File: config.mk
export PLATFORM = sky130hd
export DESIGN_NAME = sipo_nbit_rx
export DESIGN_NICKNAME = d
export VERILOG_FILES = /design/src/rtl/sipo_pkg.sv /design/src/rtl/sipo_shift_reg.sv /design/src/rtl/sipo_nbit_rx.sv
export SDC_FILE = /design/constraint.sdc
export NUM_CORES = 1
export LEC_CHECK = 0
export CAP_MARGIN = 20
export CORE_UTILIZATION = 45
export CTS_BUF_LIST = sky130_fd_sc_hd__clkbuf_2 sky130_fd_sc_hd__clkbuf_4 sky130_fd_sc_hd__clkbuf_8
export CTS_CLUSTER_DIAMETER = 120
export DETAILED_ROUTE_END_ITERATION = 16
export GPL_TIMING_DRIVEN = 0
export PLACE_DENSITY_LB_ADDON = 0.08
export SYNTH_ARGS = -nofsm -noshare
export SYNTH_HDL_FRONTEND = slang
export SYNTH_SLANG_ARGS = --single-unit
File: constraint.sdc
create_clock -name clk -period 2.6 [get_ports clk]
set_clock_uncertainty 0.15 [all_clocks]
set_input_delay 0.26 -clock clk [delete_from_list [all_inputs] [get_ports clk]]
set_output_delay 0.26 -clock clk [all_outputs]
set_load 0.005 [all_outputs]
File: src/rtl/sipo_pkg.sv
// Shared types and sizing helpers for the serial-in parallel-out receiver.
// Frame length depends on SIPO_PARITY_CHECK_EN (adds one even-parity bit per frame).
package sipo_pkg;

   typedef enum logic {
      EMPTY = 1'b0,
      FULL  = 1'b1
   } state_e;

`ifdef SIPO_PARITY_CHECK_EN
   localparam bit PARITY_EN = 1'b1;
`else
   localparam bit PARITY_EN = 1'b0;
`endif

   function automatic int cnt_w(input int n);
      return $clog2(n + 1);
   endfunction

   function automatic int frame_len(input int n);
      return PARITY_EN ? n + 1 : n;
   endfunction

endpackage

File: src/rtl/sipo_shift_reg.sv
// N-bit serial shift register with direction select, enable and synchronous clear.
// nxt_o is the next-state value, so a word can be captured on the edge its last bit arrives.
module sipo_shift_reg
   import sipo_pkg::*;
#(
   parameter int N         = 4,
   parameter bit MSB_FIRST = 1'b0
) (
   input  logic         clk,
   input  logic         rst_n,
   input  logic         en_i,
   input  logic         clr_i,
   input  logic         d_i,
   output logic [N-1:0] nxt_o
);

   logic [N-1:0] sr_q, sr_d, base;

   // A clear combined with an enable loads the new bit into an otherwise empty register.
   always_comb begin
      base = clr_i ? '0 : sr_q;
      sr_d = base;
      if (en_i) begin
         sr_d = MSB_FIRST ? {base[N-2:0], d_i} : {d_i, base[N-1:1]};
      end
   end

   always_ff @(posedge clk or negedge rst_n) begin
      if (!rst_n) begin
         sr_q <= '0;
      end else begin
         sr_q <= sr_d;
      end
   end

   assign nxt_o = sr_d;

endmodule

File: src/rtl/sipo_nbit_rx.sv
// Serial-in parallel-out receiver with valid/ready output and sticky overrun flag.
// Define SIPO_PARITY_CHECK_EN for N+1 bit frames with even-parity checking on par_err_out.
module sipo_nbit_rx
   import sipo_pkg::*;
#(
   parameter int N         = 4,
   parameter bit MSB_FIRST = 1'b0
) (
   input  logic         clk,
   input  logic         reset_al_in,
   input  logic         en_in,
   input  logic         d_in,
   input  logic         sync_in,
   input  logic         ready_in,
   input  logic         clr_in,
   output logic [N-1:0] q_out,
   output logic         valid_out,
   output logic         overrun_out,
   output logic         par_err_out
);

   localparam int FRAME = frame_len(N);
   localparam int CW    = cnt_w(N);

   logic [CW-1:0] cnt_q, cnt_d;
   logic [N-1:0]  word;
   logic          last_bit, done, shift_en;
   logic [N-1:0]  q_q;
   logic          valid_q, ovr_q;
   state_e        state_q;

   assign last_bit = (cnt_q == CW'(FRAME - 1));
   assign done     = en_in & ~sync_in & last_bit;
   // The parity bit slot never enters the data register.
   assign shift_en = en_in & (sync_in | (cnt_q < CW'(N)));

   sipo_shift_reg #(
      .N        (N),
      .MSB_FIRST(MSB_FIRST)
   ) u_shift (
      .clk  (clk),
      .rst_n(reset_al_in),
      .en_i (shift_en),
      .clr_i(sync_in),
      .d_i  (d_in),
      .nxt_o(word)
   );

   always_comb begin
      cnt_d = cnt_q;
      if (sync_in) begin
         cnt_d = en_in ? CW'(1) : '0;
      end else if (en_in) begin
         cnt_d = last_bit ? '0 : cnt_q + CW'(1);
      end
   end

   always_ff @(posedge clk or negedge reset_al_in) begin
      if (!reset_al_in) begin
         cnt_q <= '0;
      end else begin
         cnt_q <= cnt_d;
      end
   end

`ifdef SIPO_PARITY_CHECK_EN
   logic par_q, par_d, perr_new, perr_q;

   always_comb begin
      par_d = par_q;
      if (sync_in) begin
         par_d = en_in & d_in;
      end else if (en_in) begin
         par_d = last_bit ? 1'b0 : par_q ^ d_in;
      end
   end

   assign perr_new = par_q ^ d_in;

   always_ff @(posedge clk or negedge reset_al_in) begin
      if (!reset_al_in) begin
         par_q <= 1'b0;
      end else begin
         par_q <= par_d;
      end
   end
`endif

   // Output FSM; the overrun set is written last so it wins over a same-edge clear.
   always_ff @(posedge clk or negedge reset_al_in) begin
      if (!reset_al_in) begin
         state_q <= EMPTY;
         q_q     <= '0;
         valid_q <= 1'b0;
         ovr_q   <= 1'b0;
`ifdef SIPO_PARITY_CHECK_EN
         perr_q  <= 1'b0;
`endif
      end else begin
         if (clr_in) begin
            ovr_q <= 1'b0;
         end
         case (state_q)
            EMPTY: begin
               if (done) begin
                  state_q <= FULL;
                  q_q     <= word;
                  valid_q <= 1'b1;
`ifdef SIPO_PARITY_CHECK_EN
                  perr_q  <= perr_new;
`endif
               end
            end
            FULL: begin
               if (done) begin
                  if (ready_in) begin
                     q_q    <= word;
`ifdef SIPO_PARITY_CHECK_EN
                     perr_q <= perr_new;
`endif
                  end else begin
                     ovr_q <= 1'b1;
                  end
               end else if (ready_in) begin
                  state_q <= EMPTY;
                  valid_q <= 1'b0;
               end
            end
            default: begin
               state_q <= EMPTY;
               valid_q <= 1'b0;
            end
         endcase
      end
   end

   assign q_out       = q_q;
   assign valid_out   = valid_q;
   assign overrun_out = ovr_q;
`ifdef SIPO_PARITY_CHECK_EN
   assign par_err_out = perr_q;
`else
   assign par_err_out = 1'b0;
`endif

endmodule

# == After elaboration in Yosys (flattened, before gate mapping) ==
# Cells that the tools add are included.
# W data, S select, Z words.
# word_totals
inputBits,7
wordCells,44
out_inout_bits,7
reg_bits,14
# classes
reduce_logical,3
n_addsub,1
bitwise_logic,6
order_cmp,1
n_eq_ne,5
n_mux,22
# ops
operator,n
$mux W4,5
$mux W1,11
$mux W3,3
$ne A2 B2 Y1 const B,4
$pmux W4 S2,1
$reduce_and A3 Y1,2
$pmux W1 S2,2
$add A3 B1 Y3 const B,1
$and A1 B1 Y1,3
$eq A3 B2 Y1 const B,1
$lt A3 B3 Y1 const B,1
$not A1 Y1,2
$reduce_bool A2 Y1,1
$or A1 B1 Y1,1

# == Depth between registers and ports, before layout ==
# Gate-level depths: netlist of run 1.
# depth
word_depth,7
depth_mapped,7
mapped_depth_nobuf,6

# == By module ==
# Synthesis of run 1 repeated with hierarchy kept, for this count alone.
# unflattened
hier_cells,54
area_unflattened_um2,668.1
# by_module_without_submodules
mod,cells_per_inst,area_each_um2,instances,seq_area_each_um2
sipo_nbit_rx,41,500.5,1,250.2
sipo_shift_reg,13,167.7,1,100.1

# == Worst setup path before layout of run 1 ==
# Ideal clock, no wire load.
# synth_path
path_type,register -> register
start,register cnt_q[0]
end,"register q_q[3], in the netlist q_out[3]"
setup_ns,0.125
path_stages_with_launch,7
required_ns,2.325
synth_period_minus_slack_ns,1.617
arrival_time_ns,1.343
n_path_buf,0
slack_ns,0.983
cell_sequence,dfrtp_1 -> ha_1 -> nand3_1 -> ha_1 -> nor2_1 -> nand2_1 -> mux2_2
# synth_between
elab_chain_len,7
elab_cells_between_ends,13
cone_classes,1 x order compare; 3 x eq/ne; 5 x mux; 3 x bitwise; 1 x reduce/logical
# synth_rtl
element,line,source
from (decl),sipo_nbit_rx.sv:25,"logic [CW-1:0] cnt_q, cnt_d;"
from (signal assigned),sipo_nbit_rx.sv:62,cnt_q <= cnt_d;
$lt A3 B3 Y1,sipo_nbit_rx.sv:35,assign shift_en = en_in & (sync_in | (cnt_q < CW'(N)));
$or A1 B1 Y1,sipo_nbit_rx.sv:35,
$and A1 B1 Y1,sipo_nbit_rx.sv:35,
$mux W4,sipo_shift_reg.sv:23,if (en_i) begin
$mux W4,sipo_nbit_rx.sv:116,if (ready_in) begin
$mux W4,sipo_nbit_rx.sv:115,if (done) begin
$pmux W4 S2,sipo_nbit_rx.sv:103,case (state_q)
to (signal assigned),sipo_nbit_rx.sv:107,q_q <= word;
to (signal assigned),sipo_nbit_rx.sv:117,q_q <= word;
to (decl),sipo_nbit_rx.sv:28,logic [N-1:0] q_q;
# Parallel ways exist; a longest one is shown, timed or not. The select of a mux whose other input is x is not followed.
# A chain may end at the register's enable or synchronous reset.

# == Final worst setup path of run 1 ==
# layout_path
start,input en_in
end,"register q_q[3], in the netlist q_out[3]"
# layout_between
elab_chain_len,5
elab_cells_between_ends,11
cone_classes,2 x eq/ne; 5 x mux; 3 x bitwise; 1 x reduce/logical
# layout_rtl
element,line,source
from (decl),sipo_nbit_rx.sv:11,"input logic en_in,"
$and A1 B1 Y1,sipo_nbit_rx.sv:35,
$mux W4,sipo_shift_reg.sv:23,
$mux W4,sipo_nbit_rx.sv:116,
$mux W4,sipo_nbit_rx.sv:115,
$pmux W4 S2,sipo_nbit_rx.sv:103,
# Parallel ways exist; a longest one is shown, timed or not. The select of a mux whose other input is x is not followed.

==> results of run 1 <==
## critical path, cell delays in order
cell             delay [ns]
clkdlybuf4s50_1        0.59
nand3_1                0.19
ha_1                   0.23
nor2_1                 0.14
nand2_1                0.13
mux2_2                 0.29
## layout make-up
type                       instances  area, µm²
timing repair buffer              11        110
tap                               15       18.8
multi-input combinational         36        267
fill                             113        502
buffer                             2       15.0
inverter                           5       18.8
sequential                        14        350
clock buffer                       4       36.3
## cells in the final DEF (no fill, tap or decap)
| cell | instances |
|---|---|
| a21oi_1 | 2 |
| dfrtp_1 | 14 |
| clkbuf_8 | 1 |
| nand3_1 | 2 |
| mux2_2 | 1 |
| nand2_1 | 5 |
| o21ai_1 | 1 |
| o2bb2ai_1 | 3 |
| ha_1 | 3 |
| buf_4 | 2 |
| nand3b_1 | 1 |
| a22o_1 | 1 |
| nor2_1 | 5 |
| nor2b_2 | 1 |
| clkbuf_4 | 3 |
| a21boi_0 | 1 |
| o32ai_4 | 1 |
| and2b_4 | 1 |
| nand2b_1 | 2 |
| inv_1 | 5 |
| mux2i_1 | 3 |
| clkdlybuf4s50_1 | 11 |
| o22ai_1 | 1 |
| or3_1 | 1 |
| conb_1 | 1 |
## kinds of logic after synthesis
kind of cell / Yosys count / share of synthesized area [%]
buffers and inverters: 7 / 5.19
adder cells (fa/ha/maj): 3 / 5.77
AND/OR/NAND/NOR: 18 / 14.2
flip-flops: 14 / 53.8
other: 1 / 0.576
AO/OA/AOI/OAI: 10 / 14.0
multiplexers: 4 / 6.35
## per-stage QoR
step	cell area (µm²)	instances	utilization, %	hold slack (ns)
floorplan	651	57	-	-0.186
global route	816	87	61.9	0.0867
CTS	816	87	61.9	0.0806
detailed placement	779	83	59.2	0.335
finish	816	87	61.9	0.0824
global placement	779	83	59.2	0.328
## worst max-delay path by stage
stage	start	endpoint	slack [ns]	depth (start not counted)
2_1_floorplan	cnt_q[0]$_DFFE_PN0P_	q_out[3]$_DFFE_PN0P_	0.98	6
3_3_place_gp	en_in	q_out[3]$_DFFE_PN0P_	0.52	6
3_5_place_dp	en_in	q_out[3]$_DFFE_PN0P_	0.50	6
4_1_cts	en_in	q_out[3]$_DFFE_PN0P_	0.79	6
5_1_grt	en_in	q_out[3]$_DFFE_PN0P_	0.64	6
6_report	en_in	q_out[3]$_DFFE_PN0P_	0.78	6
## power by group
group | leakage [nW] | total [mW] | switching, mW | internal [mW]
clock network | 0.0210 | 0.150 | 0.0654 | 0.0851
logic | 0.172 | 0.105 | 0.0376 | 0.0671
registers | 0.186 | 0.257 | 0.0129 | 0.244
total | 0.378 | 0.512 | 0.116 | 0.396
## sequential cells by signal, indices dropped and copies added, names as in the netlist
| register | cells |
|---|---|
| state_q | 1 |
| cnt_q | 3 |
| overrun_out | 1 |
| q_out | 4 |
| u_shift.sr_q | 4 |
| valid_out | 1 |
## synth_stat cells (2+ instances only)
| cell type | count |
|---|---|
| a21oi_1 | 2 |
| buf_4 | 2 |
| dfrtp_1 | 14 |
| ha_1 | 3 |
| inv_1 | 5 |
| mux2i_1 | 3 |
| nand2_1 | 5 |
| nand2b_1 | 2 |
| nand3_1 | 2 |
| nor2_1 | 5 |
| o2bb2ai_1 | 3 |
## metal layers
layer,vias up,track usage (%)
li1,221,-
met1,203,20.4
met2,10,22.6
met3,4,3.33
met4,0,12.9
met5,-,0
==> results.md, run 1 <==
- Status: finished, final reports clean
- Total Power: 0.512 mW
- Largest net degree at the start of global routing: 15
- I/O Buffers: 11
- Reg clk slew, reported paths: 0.08 ns
- Synthesized instance count: between 50 and 60
- FMAX: 549 MHz
- Worst hold path class: in -> reg
- PD cells: 628 nW/µm²
- Die Width: 40.0 µm
- DRC viols: 0
- Netlist cell types: 22
- Initial antenna violation count: 0
- TNS Setup: 0 ns
- R2r endpoint: q_out[3]$_DFFE_PN0P_
- Worst Path Arrival: 1.83 ns
- Core ar.: 1320 µm²
- Final Max Slew Viols: 0
- Clk Latency, worst-skew pair: 0.27 ns
- Worst Path Required: 2.61 ns
- Die height: around 40 µm
- Final Hold Vio Count: 0
- Syn Std Cell Area: 651 µm²
- Hold path depth: 2
- Synth top area share: a little over half
- Worst slew margin: 59.3%
- Crit Path Class: in -> reg
- Final worst slack: 0.779 ns
- Vias in the first global route: 381
- DP Wirelength: around 800 µm
- R2r setup slk: just over 0.8 ns
- All-Layer GR Usage: 15.8%
- Met2 WL post-DR: 466 µm
- Total number of vias: 438
- Critical register-to-register path startpoint: cnt_q[0]$_DFFE_PN0P_
- Asr flop ratio synth: 100%
- Worst Reg-to-Reg Cells: 6
- Sinks on Clock Net: 14
- NumNets Final: 83
- Routed WL: around 1100 µm
- Row cnt: 13
- Maximum clock path buffer count: 2
- Area Overhead vs Synth: 25.4%
- Synth warnings: 0
- Vias/cell: just over 5
- Crit start category: input port
- Leakage: 0.378 nW
- Hold_buf cts: 0
- Top Layer Used: met4
- Ports: 14
- CP Capture Type: register
- #FFs+latches synth: 14
- Post-DR wirelength/cell: 12.2 µm
- Place WS: 0.501 ns
- Gr ovfl total: 0
- Resize count post-CTS: 0
- Hold endpoint: cnt_q[1]$_DFFE_PN0P_
- Synth top area cells: dfrtp_1, ha_1, mux2i_1
- Syn nets: 67
- Number of synthesized flops with an enable pin: 0
- CTS tree: yes
- Wl on met1: 517 µm
- Min-Delay Startpoint: sync_in
- First-pass GRT wire length: 1550 µm
- Share of layout cells above drive strength 1: 13.9%
- ANT cells: 0
- RSZ-0062 raised after global routing: false
- Post-layout min period: 1.82 ns
- CTS Buf Count: 3
- H-Tree Depth: 1
- Global placement routability congestion: 0.634
- Drt first pass iters: 4
- Register area share after synthesis: 53.8%
- Die Area: 1600 µm²
- Initial Utilization: 49.4%
- Period Utilization, post-route: a little over two thirds
- Max-cap violations: 0
- Actual slew at the worst max-slew pin: 0.608 ns
- Wire length on met3: 54 µm
- DR iter-0 viols: 7
- Max VDD drop: 0.000459 V
- Post-route ant nets: 0
- Setup Fix Bufs, Post-CTS: 0
- Syn_area_per_cell: 11.4 µm²
- Prevailing post-synth register cell: dfrtp_1
- Root Driver: clkbuf_4
- Largest area contributor in the netlist: dfrtp_1
- Crit-path max FO: 7
- Final Setup Violations: 0
Note: power is estimated with default switching activity, not from simulation.
==> inputs of run 2 (changes only) <==
==> constraint.sdc (replaced) <==
create_clock -name clk -period 1.8 [get_ports clk]
set_clock_uncertainty 0.15 [all_clocks]
set_input_delay 0.18 -clock clk [delete_from_list [all_inputs] [get_ports clk]]
set_output_delay 0.18 -clock clk [all_outputs]
set_load 0.005 [all_outputs]
==> run 2 against run 1 <==
Compared with the run above:
- setup slack got worse by 0.65 ns
- routed wire length rose by 2.1%
- power rose by 46%
- global-route usage did not move
- critical path depth did not move
- register-to-register slack got worse by 0.70 ns
- first-iteration DRC count rose by 43%
- core utilization rose by 1.1 points
- sequential cell count did not move
- final area rose by 1.8%
- largest cell class unchanged
- highest routed layer unchanged
==> results.md, run 2 (same netlist as run 1, synthesis figures left out) <==
- Top cell family by delay on the critical path: adder cells (was buffers and inverters)
- Die Width: 40.0 µm (unchanged)
- Fill cells: 111 (was 113)
- H-Tree Depth: 1 (unchanged)
- CTS Buf Count: 3 (unchanged)
- Actual slew at the worst max-slew pin: 0.607 ns (was 0.608 ns)
- Leakage: 0.375 nW (was 0.378 nW)
- Global placement routability congestion: 0.634 (unchanged)
- Hold_buf cts: 0 (unchanged)
- Final Max Slew Viols: 0 (unchanged)
- DP Wirelength: 811 µm (unchanged)
- Post-layout min period: 1.67 ns
- Max VDD drop: 0.000658 V (was 0.000459 V)
- Worst Path Arrival: 1.68 ns (was 1.83 ns)
- Reg area: 350 µm² (unchanged)
- Die Area: 1600 µm² (unchanged)
- Multi-input logic area: 282 µm² (was 267 µm²)
- Clk Latency, worst-skew pair: 0.27 ns (about the same)
- Setup Fix Bufs, Post-CTS: 0 (unchanged)
- Largest stage delay, worst path: 0.37 ns (was 0.59 ns)
- Vias in the first global route: 381 (unchanged)
- Crit-path max FO: 4 (was 7)
- Share of layout cells above drive strength 1: 20.8% (was 13.9%)
- Critical Path, Cell by Cell: ha_2, nand3_2, ha_2, nor2_2, nand2_2, mux2_2 (was clkdlybuf4s50_1, nand3_1, ha_1, nor2_1, nand2_1, mux2_2)
- DR iter-0 viols: 10 (was 7)
- Total number of vias: 444 (was 438)
- Sinks on Clock Net: 14 (unchanged)
- Gr ovfl total: 0 (unchanged)
- CP bufs+invs: 0 (was 1)
- NumNets Final: 83 (unchanged)
- Critical register-to-register path startpoint: cnt_q[0]$_DFFE_PN0P_ (unchanged)
- FMAX: roughly 600 MHz
- Worst slew margin: 59.4% (was 59.3%)
- Final worst slack: 0.128 ns (was 0.779 ns)
- RSZ-0062 raised after global routing: false (unchanged)
- I/O Buffers: 11 (unchanged)
- Worst Path Required: 1.81 ns (was 2.61 ns)
- Row cnt: 13 (unchanged)
- Crit Path Class: reg -> reg (was in -> reg)
- Final Hold Vio Count: 0 (unchanged)
- Post-route design area: 831 µm² (was 816 µm²)
- CTS tree: yes (unchanged)
- Reg clk slew, reported paths: 0.08 ns (about the same)
- Worst Reg-to-Reg Cells: 6 (unchanged)
- Area Overhead vs Synth: 27.7% (was 25.4%)
- Root Driver: clkbuf_4 (unchanged)
- Post-DR wirelength/cell: 12.4 µm (was 12.2 µm)
- Place WS: -0.219 ns (was 0.501 ns)
- R2r endpoint: q_out[3]$_DFFE_PN0P_ (unchanged)
- Non-filler instance count after layout: 87 (unchanged)
- Routed WL: 1080 µm (was 1060 µm)
- Largest net degree at the start of global routing: 15 (unchanged)
- Total Power: 0.745 mW (was 0.512 mW)
- Drt first pass iters: 4 (unchanged)
- Status: finished, final reports clean (unchanged)
- Vias/cell: 5.10 (was 5.03)
- Cell Area, Placed: 779 µm² (unchanged)
- All-Layer GR Usage: 15.8% (unchanged)
- Hold path depth: 2 (unchanged)
- R2r setup slk: 0.13 ns (was 0.83 ns)
- Min-Delay Startpoint: sync_in (unchanged)
- Die height: 40.0 µm (unchanged)
- DRC viols: 0 (unchanged)
- Crit start category: register (was input port)
- Maximum clock path buffer count: 2 (unchanged)
- Placed Cells: 83 (unchanged)
- CP Capture Type: register (unchanged)
- Period Utilization, post-route: 92.9%
- Max-cap violations: 0 (unchanged)
- Slowest CP cell: dfrtp_1 (was clkdlybuf4s50_1)
- First-pass GRT wire length: 1550 µm (unchanged)
- Commonest non-fill, non-tap cell in the layout: dfrtp_1 (unchanged)
- Worst hold path class: in -> reg (unchanged)
- Core ar.: 1320 µm² (unchanged)
- Initial Utilization: 49.4% (unchanged)
- ANT cells: 0 (unchanged)
- Hold_ws: 0.00436 ns (was 0.0824 ns)
- Ports: 14 (unchanged)
- PD cells: 897 nW/µm² (was 628 nW/µm²)
- Initial antenna violation count: 0 (unchanged)
- Final Setup Violations: 0 (unchanged)
- Post-route ant nets: 0 (unchanged)
- Hold endpoint: cnt_q[1]$_DFFE_PN0P_ (unchanged)
- Most frequent cells in the layout: dfrtp_1, clkdlybuf4s50_1, inv_1 (was dfrtp_1, clkdlybuf4s50_1, nor2_1, inv_1, nand2_1)
- Critical path's most frequent cell: ha_2
## run 2: cell counts in the layout (fill, tap and decap cells not counted)
Identical to the previous run, type by type.
## run 2: layout make-up
type | count | area share, %
inverters | 5 | 2.26
plain buffers | 2 | 1.81
repair buffers | 11 | 13.3
multi-input cells | 36 | 33.9
well taps | 15 | 2.26
flip-flops and latches | 14 | 42.2
clock buffers | 4 | 4.37
## run 2: worst max-delay path by stage
stage	from	cells past startpoint	endpoint	slack [ns]
3_5_place_dp	en_in	6	q_out[3]$_DFFE_PN0P_	-0.22
2_1_floorplan	cnt_q[0]$_DFFE_PN0P_	6	q_out[3]$_DFFE_PN0P_	0.18
3_3_place_gp	en_in	6	q_out[3]$_DFFE_PN0P_	-0.20
5_1_grt	cnt_q[0]$_DFFE_PN0P_	6	q_out[3]$_DFFE_PN0P_	0.02
6_report	cnt_q[0]$_DFFE_PN0P_	6	q_out[3]$_DFFE_PN0P_	0.13
4_1_cts	cnt_q[0]$_DFFE_PN0P_	6	q_out[3]$_DFFE_PN0P_	0.03
## run 2: routing by layer
metal | vias up | GRT usage (%) | part of all wire, %
met1 | 208 | 20.4 | 46
met3 | 4 | 3.33 | 5.0
met4 | 0 | 12.9 | 1.8
li1 | 222 | - | -
met5 | - | 0 | 0
met2 | 10 | 22.6 | 47
## run 2: power by group
part	total (mW)	leakage [nW]	switching [mW]	internal, mW
clock	0.218	0.0210	0.0954	0.123
combinational	0.155	0.168	0.0565	0.0984
sequential	0.372	0.186	0.0194	0.352
## run 2: timing repair
action | CTS | global route
resized for setup | 0 | 5
endpoints found under the setup margin | 0 | 3
endpoints found under the hold margin | 0 | 0
## run 2: stage by stage
| step | TNS, ns | utilization [%] |
|---|---|---|
| 2_1_floorplan | 0 | - |
| 3_3_place_gp | -0.412 | 59.2 |
| 3_5_place_dp | -0.498 | 59.2 |
| 4_1_cts | 0 | 61.9 |
| 5_1_grt | 0 | 63.1 |
| 6_report | 0 | 63.1 |
## run 2: worst register-to-register path, stage by stage, from the launching register on
cell and delay, ns:
dfrtp_1 0.37, ha_2 0.21, nand3_2 0.12, ha_2 0.21, nor2_2 0.13, nand2_2 0.10
mux2_2 0.28
